===== src/rtl/ps2_pkg.sv =====
// Shared types, protocol constants and frame helpers for the PS/2 host side.
package ps2_pkg;

  // Host command sequencer states.
  typedef enum logic [2:0] {
    ST_IDLE,
    ST_INHIBIT,
    ST_RTS,
    ST_TXBIT,
    ST_TXACK,
    ST_WAITRSP
  } ps2_state_e;

  localparam logic [7:0] PS2_ACK      = 8'hFA;
  localparam logic [7:0] PS2_RESEND   = 8'hFE;
  localparam logic [7:0] PS2_SET_LEDS = 8'hED;

  // Odd parity over the data byte: the parity bit makes the total count of ones odd.
  function automatic logic ps2_parity(input logic [7:0] data);
    return ~^data;
  endfunction

  // Host-to-device frame as shifted out after the start bit: {stop, parity, data}, LSB first.
  function automatic logic [9:0] ps2_frame(input logic [7:0] data);
    return {1'b1, ps2_parity(data), data};
  endfunction

endpackage


===== src/rtl/ps2_host_ctrl_if.sv =====
// Command/response handshake between a client and the PS/2 host sequencer,
// plus the forwarded key-byte stream.
interface ps2_host_ctrl_if;
  logic       cmd_valid;
  logic [7:0] cmd_byte;
  logic       cmd_has_arg;
  logic [7:0] cmd_arg;
  logic       cmd_ready;
  logic       cmd_done;
  logic       cmd_err;
  logic       key_valid;
  logic [7:0] key_byte;

  // Client side: issues commands, consumes completions and key bytes.
  modport master (
    output cmd_valid, cmd_byte, cmd_has_arg, cmd_arg,
    input  cmd_ready, cmd_done, cmd_err, key_valid, key_byte
  );

  // Sequencer side.
  modport slave (
    input  cmd_valid, cmd_byte, cmd_has_arg, cmd_arg,
    output cmd_ready, cmd_done, cmd_err, key_valid, key_byte
  );
endinterface


===== src/rtl/ps2_edge_sync.sv =====
// Two-flop synchronizer for a raw PS/2 line plus a falling-edge strobe taken
// from the synchronized history. Flops reset to 1 (idle line level) so that
// leaving reset never produces a spurious edge.
module ps2_edge_sync (
  input  logic sysclk,
  input  logic reset,
  input  logic line_in,
  output logic line_sync,
  output logic fall
);

  logic meta_q, meta_d;
  logic sync_q, sync_d;
  logic hist_q, hist_d;

  // Next values of the shift chain.
  always_comb begin
    // NOTE: combinational blocks assign every target on every path, so no latch is inferred.
    meta_d = line_in;
    sync_d = meta_q;
    hist_d = sync_q;
  end

  // Synchronizer and history register.
  always_ff @(posedge sysclk) begin
    // NOTE: clocked state uses non-blocking assignments so all flops sample together.
    if (reset) begin
      meta_q <= 1'b1;
      sync_q <= 1'b1;
      hist_q <= 1'b1;
    end else begin
      meta_q <= meta_d;
      sync_q <= sync_d;
      hist_q <= hist_d;
    end
  end

  assign line_sync = sync_q;
  assign fall      = ({hist_q, sync_q} == 2'b10);

endmodule


===== src/rtl/ps2_host_ctrl.sv =====
// Host-side PS/2 command sequencer: inhibits the bus, shifts a command (and an
// optional argument) to the device, checks the line ACK and the device's
// response byte, retries on RESEND/no-ACK/timeout, and forwards unsolicited
// bytes as key data while idle.
module ps2_host_ctrl
  import ps2_pkg::*;
#(
  parameter int unsigned CLKS_100US  = 5000,
  parameter int unsigned TIMEOUT     = 1000000,
  parameter int unsigned MAX_RETRIES = 3
) (
  input  logic            sysclk,
  input  logic            reset,
  ps2_host_ctrl_if.slave  cmd_if,
  input  logic            ps2_clk_in,
  input  logic            ps2_dat_in,
  output logic            ps2_clk_oe,
  output logic            ps2_dat_oe,
  input  logic [7:0]      rx_word,
  input  logic            rx_done,
  output logic            rx_hold
);

  localparam int unsigned CNT_MAX = (TIMEOUT > CLKS_100US) ? TIMEOUT : CLKS_100US;
  localparam int unsigned CNT_W   = $clog2(CNT_MAX + 1);
  localparam int unsigned RTY_W   = (MAX_RETRIES > 0) ? $clog2(MAX_RETRIES + 1) : 1;

  logic clk_sync, clk_fall;
  logic dat_sync, dat_fall_unused;

  ps2_edge_sync u_clk_sync (
    .sysclk    (sysclk),
    .reset     (reset),
    .line_in   (ps2_clk_in),
    .line_sync (clk_sync),
    .fall      (clk_fall)
  );

  ps2_edge_sync u_dat_sync (
    .sysclk    (sysclk),
    .reset     (reset),
    .line_in   (ps2_dat_in),
    .line_sync (dat_sync),
    .fall      (dat_fall_unused)
  );

  ps2_state_e       state_q, state_d;
  logic [CNT_W-1:0] cnt_q, cnt_d;          // inhibit length, then response timeout
  logic [3:0]       edge_cnt_q, edge_cnt_d; // falling edges seen in this frame
  logic [RTY_W-1:0] retry_q, retry_d;
  logic [7:0]       cmd_byte_q, cmd_byte_d;
  logic [7:0]       cmd_arg_q, cmd_arg_d;
  logic             has_arg_q, has_arg_d;
  logic             sel_arg_q, sel_arg_d;  // 1 while the argument byte is in flight
  logic             ack_seen_q, ack_seen_d;
  logic             clk_oe_q, clk_oe_d;
  logic             dat_oe_q, dat_oe_d;
  logic             rx_hold_q, rx_hold_d;
  logic             cmd_ready_q, cmd_ready_d;
  logic             cmd_done_q, cmd_done_d;
  logic             cmd_err_q, cmd_err_d;
  logic             key_valid_q, key_valid_d;
  logic [7:0]       key_byte_q, key_byte_d;

  logic [9:0] frame;
  logic       do_retry;
  logic       timed_out;

  assign frame = ps2_frame(sel_arg_q ? cmd_arg_q : cmd_byte_q);

  // Next-state and output decode.
  always_comb begin
    state_d     = state_q;
    cnt_d       = cnt_q;
    edge_cnt_d  = edge_cnt_q;
    retry_d     = retry_q;
    cmd_byte_d  = cmd_byte_q;
    cmd_arg_d   = cmd_arg_q;
    has_arg_d   = has_arg_q;
    sel_arg_d   = sel_arg_q;
    ack_seen_d  = ack_seen_q;
    dat_oe_d    = dat_oe_q;
    cmd_done_d  = 1'b0;
    cmd_err_d   = 1'b0;
    key_valid_d = 1'b0;
    key_byte_d  = key_byte_q;
    do_retry    = 1'b0;
    timed_out   = (cnt_q == CNT_W'(TIMEOUT - 1));

    unique case (state_q)
      ST_IDLE: begin
        dat_oe_d = 1'b0;
        cnt_d    = '0;
        if (rx_done) begin
          key_valid_d = 1'b1;
          key_byte_d  = rx_word;
        end
        if (cmd_if.cmd_valid && cmd_ready_q) begin
          cmd_byte_d = cmd_if.cmd_byte;
          cmd_arg_d  = cmd_if.cmd_arg;
          has_arg_d  = cmd_if.cmd_has_arg;
          sel_arg_d  = 1'b0;
          retry_d    = '0;
          state_d    = ST_INHIBIT;
        end
      end

      ST_INHIBIT: begin
        if (cnt_q == CNT_W'(CLKS_100US - 1)) begin
          cnt_d    = '0;
          dat_oe_d = 1'b1;               // start bit
          state_d  = ST_RTS;
        end else begin
          cnt_d = cnt_q + 1'b1;
        end
      end

      ST_RTS: begin
        cnt_d = cnt_q + 1'b1;
        if (timed_out) begin
          do_retry = 1'b1;
        end else if (clk_fall) begin
          dat_oe_d   = ~frame[0];
          edge_cnt_d = 4'd1;
          state_d    = ST_TXBIT;
        end
      end

      ST_TXBIT: begin
        cnt_d = cnt_q + 1'b1;
        if (timed_out) begin
          do_retry = 1'b1;
        end else if (clk_fall) begin
          if (edge_cnt_q == 4'd9) begin
            dat_oe_d   = 1'b0;           // stop bit: line released for the ACK
            ack_seen_d = 1'b0;
            state_d    = ST_TXACK;
          end else begin
            dat_oe_d   = ~frame[edge_cnt_q];
            edge_cnt_d = edge_cnt_q + 1'b1;
          end
        end
      end

      ST_TXACK: begin
        cnt_d = cnt_q + 1'b1;
        if (timed_out) begin
          do_retry = 1'b1;
        end else if (!ack_seen_q) begin
          if (clk_fall) begin
            if (!dat_sync) ack_seen_d = 1'b1;
            else           do_retry   = 1'b1;
          end
        end else if (clk_sync && dat_sync) begin
          state_d = ST_WAITRSP;
        end
      end

      ST_WAITRSP: begin
        cnt_d = cnt_q + 1'b1;
        if (timed_out) begin
          do_retry = 1'b1;
        end else if (rx_done) begin
          if (rx_word == PS2_ACK) begin
            if (has_arg_q && !sel_arg_q) begin
              sel_arg_d = 1'b1;
              retry_d   = '0;
              cnt_d     = '0;
              state_d   = ST_INHIBIT;
            end else begin
              cmd_done_d = 1'b1;
              state_d    = ST_IDLE;
            end
          end else if (rx_word == PS2_RESEND) begin
            do_retry = 1'b1;
          end else begin
            cmd_done_d = 1'b1;
            cmd_err_d  = 1'b1;
            state_d    = ST_IDLE;
          end
        end
      end

      default: state_d = ST_IDLE;
    endcase

    // Shared retry path: resend the same byte or give up with an error.
    if (do_retry) begin
      dat_oe_d = 1'b0;
      cnt_d    = '0;
      if (retry_q < RTY_W'(MAX_RETRIES)) begin
        retry_d = retry_q + 1'b1;
        state_d = ST_INHIBIT;
      end else begin
        cmd_done_d = 1'b1;
        cmd_err_d  = 1'b1;
        state_d    = ST_IDLE;
      end
    end

    clk_oe_d    = (state_d == ST_INHIBIT);
    rx_hold_d   = (state_d inside {ST_INHIBIT, ST_RTS, ST_TXBIT, ST_TXACK});
    cmd_ready_d = (state_d == ST_IDLE);
  end

  // State and registered outputs.
  always_ff @(posedge sysclk) begin
    if (reset) begin
      state_q     <= ST_IDLE;
      cnt_q       <= '0;
      edge_cnt_q  <= '0;
      retry_q     <= '0;
      cmd_byte_q  <= '0;
      cmd_arg_q   <= '0;
      has_arg_q   <= 1'b0;
      sel_arg_q   <= 1'b0;
      ack_seen_q  <= 1'b0;
      clk_oe_q    <= 1'b0;
      dat_oe_q    <= 1'b0;
      rx_hold_q   <= 1'b0;
      cmd_ready_q <= 1'b0;
      cmd_done_q  <= 1'b0;
      cmd_err_q   <= 1'b0;
      key_valid_q <= 1'b0;
      key_byte_q  <= '0;
    end else begin
      state_q     <= state_d;
      cnt_q       <= cnt_d;
      edge_cnt_q  <= edge_cnt_d;
      retry_q     <= retry_d;
      cmd_byte_q  <= cmd_byte_d;
      cmd_arg_q   <= cmd_arg_d;
      has_arg_q   <= has_arg_d;
      sel_arg_q   <= sel_arg_d;
      ack_seen_q  <= ack_seen_d;
      clk_oe_q    <= clk_oe_d;
      dat_oe_q    <= dat_oe_d;
      rx_hold_q   <= rx_hold_d;
      cmd_ready_q <= cmd_ready_d;
      cmd_done_q  <= cmd_done_d;
      cmd_err_q   <= cmd_err_d;
      key_valid_q <= key_valid_d;
      key_byte_q  <= key_byte_d;
    end
  end

  assign ps2_clk_oe       = clk_oe_q;
  assign ps2_dat_oe       = dat_oe_q;
  assign rx_hold          = rx_hold_q;
  assign cmd_if.cmd_ready = cmd_ready_q;
  assign cmd_if.cmd_done  = cmd_done_q;
  assign cmd_if.cmd_err   = cmd_err_q;
  assign cmd_if.key_valid = key_valid_q;
  assign cmd_if.key_byte  = key_byte_q;

endmodule

===== src/flat_wrapper.sv =====
// flat-port wrapper written by rule: the top's interface ports become plain ports
module ps2_host_ctrl_flat import ps2_pkg::*;
#(
  parameter int unsigned CLKS_100US  = 5000,
  parameter int unsigned TIMEOUT     = 1000000,
  parameter int unsigned MAX_RETRIES = 3
)
  (sysclk, reset, ps2_clk_in, ps2_dat_in, ps2_clk_oe, ps2_dat_oe, rx_word, rx_done, rx_hold, cmd_if_cmd_valid, cmd_if_cmd_byte, cmd_if_cmd_has_arg, cmd_if_cmd_arg, cmd_if_cmd_ready, cmd_if_cmd_done, cmd_if_cmd_err, cmd_if_key_valid, cmd_if_key_byte);
  ps2_host_ctrl_if cmd_if_i ();
  input  logic sysclk;
  input  logic reset;
  input  logic ps2_clk_in;
  input  logic ps2_dat_in;
  output logic ps2_clk_oe;
  output logic ps2_dat_oe;
  input  logic [7:0] rx_word;
  input  logic rx_done;
  output logic rx_hold;
  input wire logic [$bits(cmd_if_i.cmd_valid)-1:0] cmd_if_cmd_valid;
  input wire logic [$bits(cmd_if_i.cmd_byte)-1:0] cmd_if_cmd_byte;
  input wire logic [$bits(cmd_if_i.cmd_has_arg)-1:0] cmd_if_cmd_has_arg;
  input wire logic [$bits(cmd_if_i.cmd_arg)-1:0] cmd_if_cmd_arg;
  output wire logic [$bits(cmd_if_i.cmd_ready)-1:0] cmd_if_cmd_ready;
  output wire logic [$bits(cmd_if_i.cmd_done)-1:0] cmd_if_cmd_done;
  output wire logic [$bits(cmd_if_i.cmd_err)-1:0] cmd_if_cmd_err;
  output wire logic [$bits(cmd_if_i.key_valid)-1:0] cmd_if_key_valid;
  output wire logic [$bits(cmd_if_i.key_byte)-1:0] cmd_if_key_byte;
  assign cmd_if_i.cmd_valid = cmd_if_cmd_valid;
  assign cmd_if_i.cmd_byte = cmd_if_cmd_byte;
  assign cmd_if_i.cmd_has_arg = cmd_if_cmd_has_arg;
  assign cmd_if_i.cmd_arg = cmd_if_cmd_arg;
  assign cmd_if_cmd_ready = cmd_if_i.cmd_ready;
  assign cmd_if_cmd_done = cmd_if_i.cmd_done;
  assign cmd_if_cmd_err = cmd_if_i.cmd_err;
  assign cmd_if_key_valid = cmd_if_i.key_valid;
  assign cmd_if_key_byte = cmd_if_i.key_byte;
  ps2_host_ctrl #(.CLKS_100US(CLKS_100US), .TIMEOUT(TIMEOUT), .MAX_RETRIES(MAX_RETRIES)) u_core (.sysclk(sysclk), .reset(reset), .cmd_if(cmd_if_i), .ps2_clk_in(ps2_clk_in), .ps2_dat_in(ps2_dat_in), .ps2_clk_oe(ps2_clk_oe), .ps2_dat_oe(ps2_dat_oe), .rx_word(rx_word), .rx_done(rx_done), .rx_hold(rx_hold));
endmodule

===== config.mk =====
export PLATFORM = sky130hd
export DESIGN_NAME = ps2_host_ctrl_flat
export DESIGN_NICKNAME = d
export VERILOG_FILES = /design/src/rtl/ps2_pkg.sv /design/src/rtl/ps2_host_ctrl_if.sv /design/src/rtl/ps2_edge_sync.sv /design/src/rtl/ps2_host_ctrl.sv /design/src/flat_wrapper.sv
export SDC_FILE = /design/constraint.sdc
export NUM_CORES = 1
export LEC_CHECK = 0
export ABC_AREA = 1
export CAP_MARGIN = 20
export CORE_ASPECT_RATIO = 2
export CORE_MARGIN = 2
export CORE_UTILIZATION = 56
export CTS_BUF_LIST = sky130_fd_sc_hd__clkbuf_4 sky130_fd_sc_hd__clkbuf_8 sky130_fd_sc_hd__clkbuf_16
export DETAILED_ROUTE_END_ITERATION = 6
export PLACE_DENSITY = 0.78
export SYNTH_ARGS = -nofsm -noshare
export SYNTH_HDL_FRONTEND = slang
export SYNTH_HIERARCHICAL = 1
export SYNTH_SLANG_ARGS = --single-unit

===== constraint.sdc =====
create_clock -name sysclk -period 2.45 [get_ports sysclk]
set_clock_uncertainty 0.1 [all_clocks]
set_input_delay 0.3675 -clock sysclk [delete_from_list [all_inputs] [get_ports sysclk]]
set_output_delay 0.3675 -clock sysclk [all_outputs]
set_load 0.1 [all_outputs]

======== After elaboration in Yosys (flattened, before gate mapping) ========
Cells that the tools add are included.
operators by class
  mux-type cells .......................... 87
  $mul .................................... 0
  equal/unequal tests ..................... 28
  shift operators ......................... 0
  reductions and logical operators ........ 23
  bitwise logic cells ..................... 3
  magnitude comparators ................... 2
  div/mod/pow operators ................... 0
  add/sub/neg operators ................... 3
operators with widths
  cell                                                                count
  20-bit 2-to-1 mux                                                   5
  20-bit one-hot mux with 4 select lines                              1
  1-bit 2-to-1 mux                                                    45
  3-bit 2-to-1 mux                                                    15
  20-bit by 1-bit adder with 20-bit output (second input constant)    1
  20-bit by 13-bit == test with 1-bit output (second input constant)  1
  20-bit == test (second input constant)                              1
  4-bit 2-to-1 mux                                                    5
  3-bit one-hot mux with 6 select lines                               1
  6-bit AND reduction                                                 3
  8-bit == test (second input constant)                               2
  2-bit 2-to-1 mux                                                    7
  2-bit by 1-bit != test with 1-bit output (second input constant)    7
  3-bit by 2-bit == test with 1-bit output (second input constant)    4
  2-bit != test (second input constant)                               6
  4-bit nonzero test                                                  3
  3-bit == test (second input constant)                               3
  8-bit 2-to-1 mux                                                    1
  4-bit one-hot mux with 2 select lines                               1
  8-bit XNOR reduction                                                1
  3-bit by 1-bit == test with 1-bit output (second input constant)    2
  3-bit logical NOT                                                   2
  2-bit nonzero test                                                  3
  2-bit OR reduction                                                  3
  17 further kinds                                                    23
word-level totals
  logic and storage cells ................. 168
  register bits ........................... 68
  ROM bits ................................ 0
  output and inout bits ................... 15
  input port bits ......................... 31
  memories kept ........................... 0
  bits in writable memories ............... 0
  latch bits .............................. 0

======== Longest topological paths before layout ========
Gate-level depths: netlist (run 1).
  word-level depth ........................ 10
  gate-level depth with buffers ........... 16
  mapped depth without buffers ............ 15

======== By module ========
The synthesis (run 1) kept the hierarchy.
by module, submodules not included
  module         area each (sq um)  instances  sequential area each (sq um)  cells an instance
  ps2_host_ctrl  3671.0             1          1261.2                        568
  ps2_edge_sync  93.8               2          60.1                          12

======== Least setup slack after synthesis (run 1) ========
Ideal clock, no wire load.
  path kind ............................... reg2reg
  from .................................... register u_core.cmd_ready_q, in the netlist u_core/cmd_if.cmd_ready
  to ...................................... register u_core.rx_hold_q, in the netlist u_core/rx_hold
  slack ................................... 0.550 ns
  path buffers ............................ 0
  data required time ...................... 2.239 ns
  stages on the path, launching flop included .. 12
  library setup time ...................... 0.111 ns
  clock period less this slack ............ 1.900 ns
  arrival ................................. 1.689 ns
  path through ............................ dfxtp_1 -> nand3_4 -> nand2_1 -> inv_2 -> nand3_2 -> nor2_2 -> nand2_2 -> nand2_2 -> nand3_1 -> nand2_1 -> clkinv_1 -> nor2_2
on the way
  cells in the longest elaborated chain, start to end .. 6
  elaborated cells between the ends (all ways) .. 9
  those cells by class .................... 4 x eq/ne; 3 x mux; 2 x reduce/logical
ends and longest elaborated chain
  element                                                           line                  source
  start, declared                                                   ps2_host_ctrl.sv:59   logic cmd_ready_q, cmd_ready_d;
  start signal, assigned                                            ps2_host_ctrl.sv:239  cmd_ready_q <= cmd_ready_d;
  1-bit logical AND *                                               ps2_host_ctrl.sv:98   if (cmd_if.cmd_valid && cmd_ready_q) begin
  3-bit 2-to-1 mux *                                                ps2_host_ctrl.sv:98
  3-bit one-hot mux with 6 select lines *                           ps2_host_ctrl.sv:90   unique case (state_q)
  3-bit 2-to-1 mux *                                                ps2_host_ctrl.sv:188  if (do_retry) begin
  3-bit by 1-bit == test with 1-bit output (tied with other cells)  ps2_host_ctrl.sv:202  rx_hold_d = (state_d inside {ST_INHIBIT, ST_RTS, ST_TXBIT, ST_TXACK});
  4-bit nonzero test *                                              ps2_host_ctrl.sv:202
  end signal, assigned                                              ps2_host_ctrl.sv:238  rx_hold_q <= rx_hold_d;
  end, declared                                                     ps2_host_ctrl.sv:58   logic rx_hold_q, rx_hold_d;
Mark *: on every way between the ends. The rest lies on a longest branch, timed or not.
A chain may end at the register's enable or synchronous reset.

======== Worst setup path in the final report (run 1) ========
  from .................................... register u_core.cnt_q[0]
  to ...................................... register u_core.rx_hold_q, in the netlist u_core/rx_hold
on the way
  cells in the longest elaborated chain, start to end .. 6
  elaborated cells between the ends (all ways) .. 18
  those cells by class .................... 6 x eq/ne; 11 x mux; 1 x reduce/logical
ends and longest elaborated chain
  element                                                                                                line                                       source
  start, declared                                                                                        ps2_host_ctrl.sv:48                        logic [CNT_W-1:0] cnt_q, cnt_d;
  start signal, assigned                                                                                 ps2_host_ctrl.sv:228                       cnt_q <= cnt_d;
  20-bit == test / 20-bit by 13-bit == test with 1-bit output (equally long branches)                    ps2_host_ctrl.sv:88, ps2_host_ctrl.sv:109
  3-bit 2-to-1 mux (tied with other cells)                                                               ps2_host_ctrl.sv:161                       if (timed_out) begin
  3-bit one-hot mux with 6 select lines / 1-bit one-hot mux with 3 select lines (equally long branches)  ps2_host_ctrl.sv:90
  3-bit 2-to-1 mux *                                                                                     ps2_host_ctrl.sv:188
  3-bit by 1-bit == test with 1-bit output (tied with other cells)                                       ps2_host_ctrl.sv:202
  4-bit nonzero test *                                                                                   ps2_host_ctrl.sv:202
Marked as above.

==> results of run 1 <==
## metrics by stage
step / hold WS, ps / std cells / instance area [sq um]
6_report: 308.2 / 731 / 4667
5_1_grt: 332.7 / 731 / 4667
4_1_cts: 315.2 / 731 / 4667
3_5_place_dp: 292.8 / 715 / 4354
3_3_place_gp: 284.9 / 715 / 4354
2_1_floorplan: 279.5 / 587 / 3824
## cells in the final DEF, fill, tap and decap left out, types with 2 or more instances in the layout
cell               n
nand2_2           12
clkdlybuf4s50_1   30
buf_4             24
dfxtp_1           68
o21ai_1            3
xor2_1             9
nor2_2            12
inv_1             72
nand3b_1           3
nor3b_1            3
nand3_1           43
clkinv_1           3
nor2_1            42
nand2_1          173
clkbuf_8           2
a211oi_1           2
ha_1               4
clkbuf_4           2
o211ai_1           2
nand4_1            8
nor3_1             8
clkbuf_16          9
nand3_2            3
o21ai_0           34
xnor2_1            3
a21oi_1           38
inv_2             12
clkinvlp_4         2
and3_1             2
## cell type report
class	count	area [sq um]	area share (%)
multi-input cells	417	2056	44.05
flip-flops and latches	68	1361	29.17
repair buffers	55	500.5	10.72
inverters	87	326.6	6.997
clock buffers	13	267.8	5.737
well taps	88	110.1	2.359
clock inverters	3	45.04	0.9651
## state kept, by name, summed over array words and instances (netlist names), 2 cells and up
register / cells
u_core/retry_q: 2
u_core/state_q: 3
u_core/edge_cnt_q: 4
u_core/cmd_byte_q: 8
u_core/cmd_if.key_byte: 8
u_core/cnt_q: 20
u_core/cmd_arg_q: 8
## power groups by stage
| stage | Clock [mW] | Sequential, mW | Combinational, mW |
|---|---|---|---|
| after floorplan | 0 | 1.30 | 0.183 |
| after global placement | 0 | 1.20 | 0.413 |
| after detailed placement | 0 | 1.20 | 0.418 |
| after CTS | 1.35 | 1.17 | 0.422 |
| after global routing | 1.40 | 1.18 | 0.460 |
| final | 1.33 | 1.17 | 0.421 |
## worst paths after layout
check                                      to  cells past startpoint                      from
setup / recovery               u_core/rx_hold                     15           u_core/cnt_q[0]
hold / removal    u_core/u_dat_sync/line_sync                      2  u_core/u_dat_sync/meta_q
setup reg to reg               u_core/rx_hold                     15           u_core/cnt_q[0]
hold reg to reg   u_core/u_dat_sync/line_sync                      2  u_core/u_dat_sync/meta_q
## critical path, stage by stage (launching register included)
cell and delay [ps]:
dfxtp_1 370, ha_1 190, nand2_1 140, inv_1 150, nand2_1 60, nor2_1 150, nand3_1 90, nand2_1 180
nand3_2 100, nor2_2 150, nand2_2 80, nand2_2 80, nand3_1 80, nand2_1 70, clkinv_1 70, nor2_2 90
## per-layer routing
metal | vias up | GRT usage [%] | part of all wire [%]
met2 | 85 | 51.61 | 57
met5 | - | 0 | 0
met3 | 36 | 6.401 | 3.2
met4 | 0 | 17.36 | 4.7
li1 | 1956 | - | -
met1 | 1755 | 24.51 | 35
==> impl_metrics.py, run 1 <==
metrics = {
    "clocking": {
        "cts_sinks": 68,
        "clkTransAtPathRegs_ps": 50,
        "cts_setup_buffers": 0,
        "hold_buffers": 0,
        "cts_resized": 0,
        "cts_tree": "built",
        "h-tree-depth": 3,
        "clk_path_buf_depth": 2,
        "cts_buffers": 9,
        "cts_root_buffer": "clkbuf_16",
        "insertion_delay_ps": 340,
    },
    "job": {
        "cap_violations": 0,
    },
    "routing": {
        "wire_per_inst_um": 13.09,
        "viasPerCell": 5.242,
        "detail-route-antenna-nets": 0,
        "drc_errors": 0,
        "dr.pass1.iters": 5,
        "routed_wirelength_um": 9569,
        "drtIter0Drc": 222,
        "vias": 3832,
    },
    "pwr": {
        "p_comb_share_pct": 14.4,
        "p_total_mw": 2.926,
        "ir_worst_vdd_mv": 0.5528,
        "power_leakage_nw": 2.141,
        "p_seq_share_pct": 40.1,
        "power_frac_clock_pct": 45.5,
        "switchingPower_mw": 0.7688,
        "power_density_mw_per_mm2": 626.9,
        "p_sw_share_pct": 26.28,
        "p_int_mw": 2.157,
    },
    "timing": {
        "hold_viol_final": 0,
        "max_slew_margin_pct": 65.69,
        "slew_violations": 0,
        "period_needed_ps": 2207,
        "finalSetupViolCount": 0,
        "setup-tns-final_ps": 0,
        "max_freq_ghz": 0.4531,
        "worst_slack_ps": 243.2,
        "worstMarginPinSlew_ps": 513.0,
        "post-route-period-util_pct": 90.07,
        "rsz0062_at_grt": "no",
    },
    "floorplan": {
        "dieHeight_um": 120.9,
        "rows": 42,
        "dieArea_sq_mm": 0.007545,
        "start_util_pct": 57.75,
        "num_io_pins": 46,
        "fp.coreArea_sq_mm": 0.006621,
        "die_w_um": 62.43,
    },
    "global_route": {
        "grt_pass1_vias": 3677,
        "gr-usage-all-layers_pct": 26.92,
        "grt_overflow_total": 0,
        "antenna_found_initial": 0,
        "grt_pass1_wl_um": 15950,
        "grt_max_degree": 25,
    },
    "synth": {
        "synth_area_sq_mm": 0.003824,
        "synth_cells": 587,
        "syn_nets": 622,
        "avgSynthCellArea_sq_um": 6.514,
        "ys_warn_count": 6,
    },
    "layout": {
        "final_util_pct": 70.48,
        "num_antenna_cells": 0,
        "fillers": 590,
        "areaGrowthSynthToFinish_pct": 22.06,
        "finalNetCount": 673,
        "layout-drive-gt1-share_pct": 13.69,
    },
    "worst_setup_path": {
        "critPathMaxFanout": 4,
        "crit_type": "flop to flop",
        "cp-start-kind": "flop",
        "worstPathRequired_ps": 2620,
        "cp-end-kind": "flop",
        "arrival_ps": 2380,
        "r2r_slack_ps": 240,
    },
    "place": {
        "io_buffers": 45,
        "dp_slack_ps": 68.42,
        "gp_congestion": 1.011,
        "dp_hpwl_um": 7315,
    },
    "worst_hold_path": {
        "hp-class": "flop to flop",
    },
    "outcome": {
        "status": "finished clean",
    },
}
(Power assumes the default switching activity.)
==> inputs of run 2 (changes only) <==
--- a/config.mk
+++ b/config.mk
@@ -6,13 +6,15 @@
 export NUM_CORES = 1
 export LEC_CHECK = 0
 export ABC_AREA = 1
-export CAP_MARGIN = 20
+export ABC_CLOCK_PERIOD_IN_PS = 2450
+export CELL_PAD_IN_SITES_DETAIL_PLACEMENT = 0
+export CELL_PAD_IN_SITES_GLOBAL_PLACEMENT = 1
 export CORE_ASPECT_RATIO = 2
 export CORE_MARGIN = 2
-export CORE_UTILIZATION = 56
+export CORE_UTILIZATION = 40
 export CTS_BUF_LIST = sky130_fd_sc_hd__clkbuf_4 sky130_fd_sc_hd__clkbuf_8 sky130_fd_sc_hd__clkbuf_16
 export DETAILED_ROUTE_END_ITERATION = 6
-export PLACE_DENSITY = 0.78
+export PLACE_DENSITY = 0.79
 export SYNTH_ARGS = -nofsm -noshare
 export SYNTH_HDL_FRONTEND = slang
 export SYNTH_HIERARCHICAL = 1
==> impl_metrics.py, run 2 (synthesis results as in run 1) <==
metrics = {
    "clocking": {
        "insertion_delay_ps": 330,
        "hold_buffers": 0,
        "h-tree-depth": 3,
        "clkTransAtPathRegs_ps": 50,
        "cts_setup_buffers": 0,
        "cts_root_buffer": "clkbuf_16",
        "clk_path_buf_depth": 2,
        "cts_tree": "built",
        "cts_resized": 0,
        "cts_buffers": 9,
        "cts_sinks": 68,
    },
    "layout": {
        "instances_no_fill": 754,
        "layout-drive-gt1-share_pct": 14.62,
        "areaGrowthSynthToFinish_pct": 24.51,
        "largest_reg_flops": 20,
        "layout_commonest_cell": "nand2_1",
        "final_cell_mix": "173 x nand2_1, 72 x inv_1, 68 x dfxtp_1",
        "finalNetCount": 681,
        "fillers": 982,
        "num_antenna_cells": 0,
        "regMostFlops": "u_core/cnt_q",
    },
    "pwr": {
        "power_leakage_nw": 2.183,
        "ir_worst_vdd_mv": 0.3464,
        "power_density_mw_per_mm2": 627.9,
        "p_total_mw": 2.989,
    },
    "worst_setup_path": {
        "crit_type": "flop to flop",
        "crit_family": "simple AND/OR/NAND/NOR gates",
        "crit_buf_inv": 0,
        "cp.depth": 12,
        "timing.critical_path.mode_cell": "nand2_1",
        "r2r_slack_ps": 320,
        "critPathMaxFanout": 6,
        "cp-start-kind": "flop",
        "arrival_ps": 2260,
        "cp-end-kind": "flop",
        "max_stage_delay_ps": 390,
        "reg2regPathDepth": 12,
        "cp_cell_sequence": "ha_1 -> nand2_1 -> nor2_4 -> nand3_2 -> nand2_2 -> nand2_1 -> nand2_1 -> nand2_1 -> o21ai_1 -> nand3_2 -> nand2_1 -> nor2_2",
        "worstPathRequired_ps": 2580,
        "slowest_stage": "dfxtp_1",
    },
    "routing": {
        "viasPerCell": 5.074,
        "routed_wirelength_um": 10830,
        "dr.pass1.iters": 4,
        "wire_per_inst_um": 14.36,
        "drtIter0Drc": 211,
        "detail-route-antenna-nets": 0,
        "vias": 3826,
        "drc_errors": 0,
    },
    "global_route": {
        "grt_max_degree": 22,
        "grt_pass1_vias": 3826,
        "gr-usage-all-layers_pct": 22.00,
        "grt_overflow_total": 0,
        "antenna_found_initial": 0,
        "grt_pass1_wl_um": 17360,
    },
    "timing": {
        "rsz0062_at_grt": "no",
        "slew_violations": 0,
        "max_freq_ghz": 0.4693,
        "period_needed_ps": 2131,
        "hold_viol_final": 0,
        "post-route-period-util_pct": 86.98,
        "worstMarginPinSlew_ps": 538.4,
        "setup-tns-final_ps": 0,
        "finalSetupViolCount": 0,
        "max_slew_margin_pct": 63.73,
    },
    "worst_hold_path": {
        "hold_depth": 2,
        "hp-class": "flop to flop",
    },
    "floorplan": {
        "dieHeight_um": 142.3,
        "dieArea_sq_mm": 0.01040,
        "num_io_pins": 46,
        "die_w_um": 73.14,
        "fp.coreArea_sq_mm": 0.009321,
        "start_util_pct": 41.02,
        "rows": 50,
    },
    "outcome": {
        "status": "finished clean",
    },
    "place": {
        "gp_congestion": 0.8821,
        "dp_hpwl_um": 8667,
        "dp_cells": 739,
        "io_buffers": 45,
    },
    "job": {
        "cap_violations": 0,
    },
}
-- run 2: worst paths after layout --
check | start | end
hold / removal | u_core/u_clk_sync/meta_q | u_core/u_clk_sync/line_sync
setup / recovery | u_core/cnt_q[0] | u_core/rx_hold
hold reg to reg | u_core/u_clk_sync/meta_q | u_core/u_clk_sync/line_sync
setup reg to reg | u_core/cnt_q[0] | u_core/rx_hold
-- run 2: per-layer routing --
layer / vias to the layer above / share of wire (%) / global-route usage, % / routed length, um
met5: - / 0 / 0 / 0
met4: 0 / 4.4 / 13.26 / 472
met3: 30 / 2.7 / 4.037 / 288
met2: 65 / 59 / 43.91 / 6395
met1: 1757 / 34 / 18.59 / 3673
li1: 1974 / - / - / -
-- run 2: area by class of cell --
type	instances	area (sq um)	share of cell area [%]
Clock buffer	9	225.2	4.731
Clock inverter	6	88.84	1.866
Inverter	87	326.6	6.859
Multi-Input combinational cell	417	2056	43.18
Sequential cell	68	1361	28.59
Tap cell	104	130.1	2.733
Timing Repair Buffer	63	573.1	12.04
-- run 2: worst register-to-register path: cells and delay by family, from the launching register on --
kind | cells | cell delay (ps)
compound gates | 1 | 180
fa+ha+maj | 1 | 190
simple gates | 10 | 1180
flops | 1 | 390
-- run 2: through the flow --
stage | utilization [%] | hold slack [ps] | instance area (sq um) | setup slack, ps
CTS | 51.07 | 311.8 | 4761 | 314.8
floorplan | - | 279.5 | 3824 | 550.2
finish | 51.07 | 308.9 | 4761 | 319.1
global placement | 47.70 | 282.2 | 4447 | 16.03
global route | 51.07 | 328.4 | 4761 | 81.33
detailed placement | 47.70 | 297.4 | 4447 | -4.549
-- run 2: report_power, final --
group / switching [mW] / leakage (nW) / total [mW] / internal [mW]
clock: 0.490 / 0.148 / 1.38 / 0.886
combinational: 0.289 / 1.48 / 0.439 / 0.150
sequential: 0.0245 / 0.554 / 1.17 / 1.15
total: 0.803 / 2.18 / 2.99 / 2.19
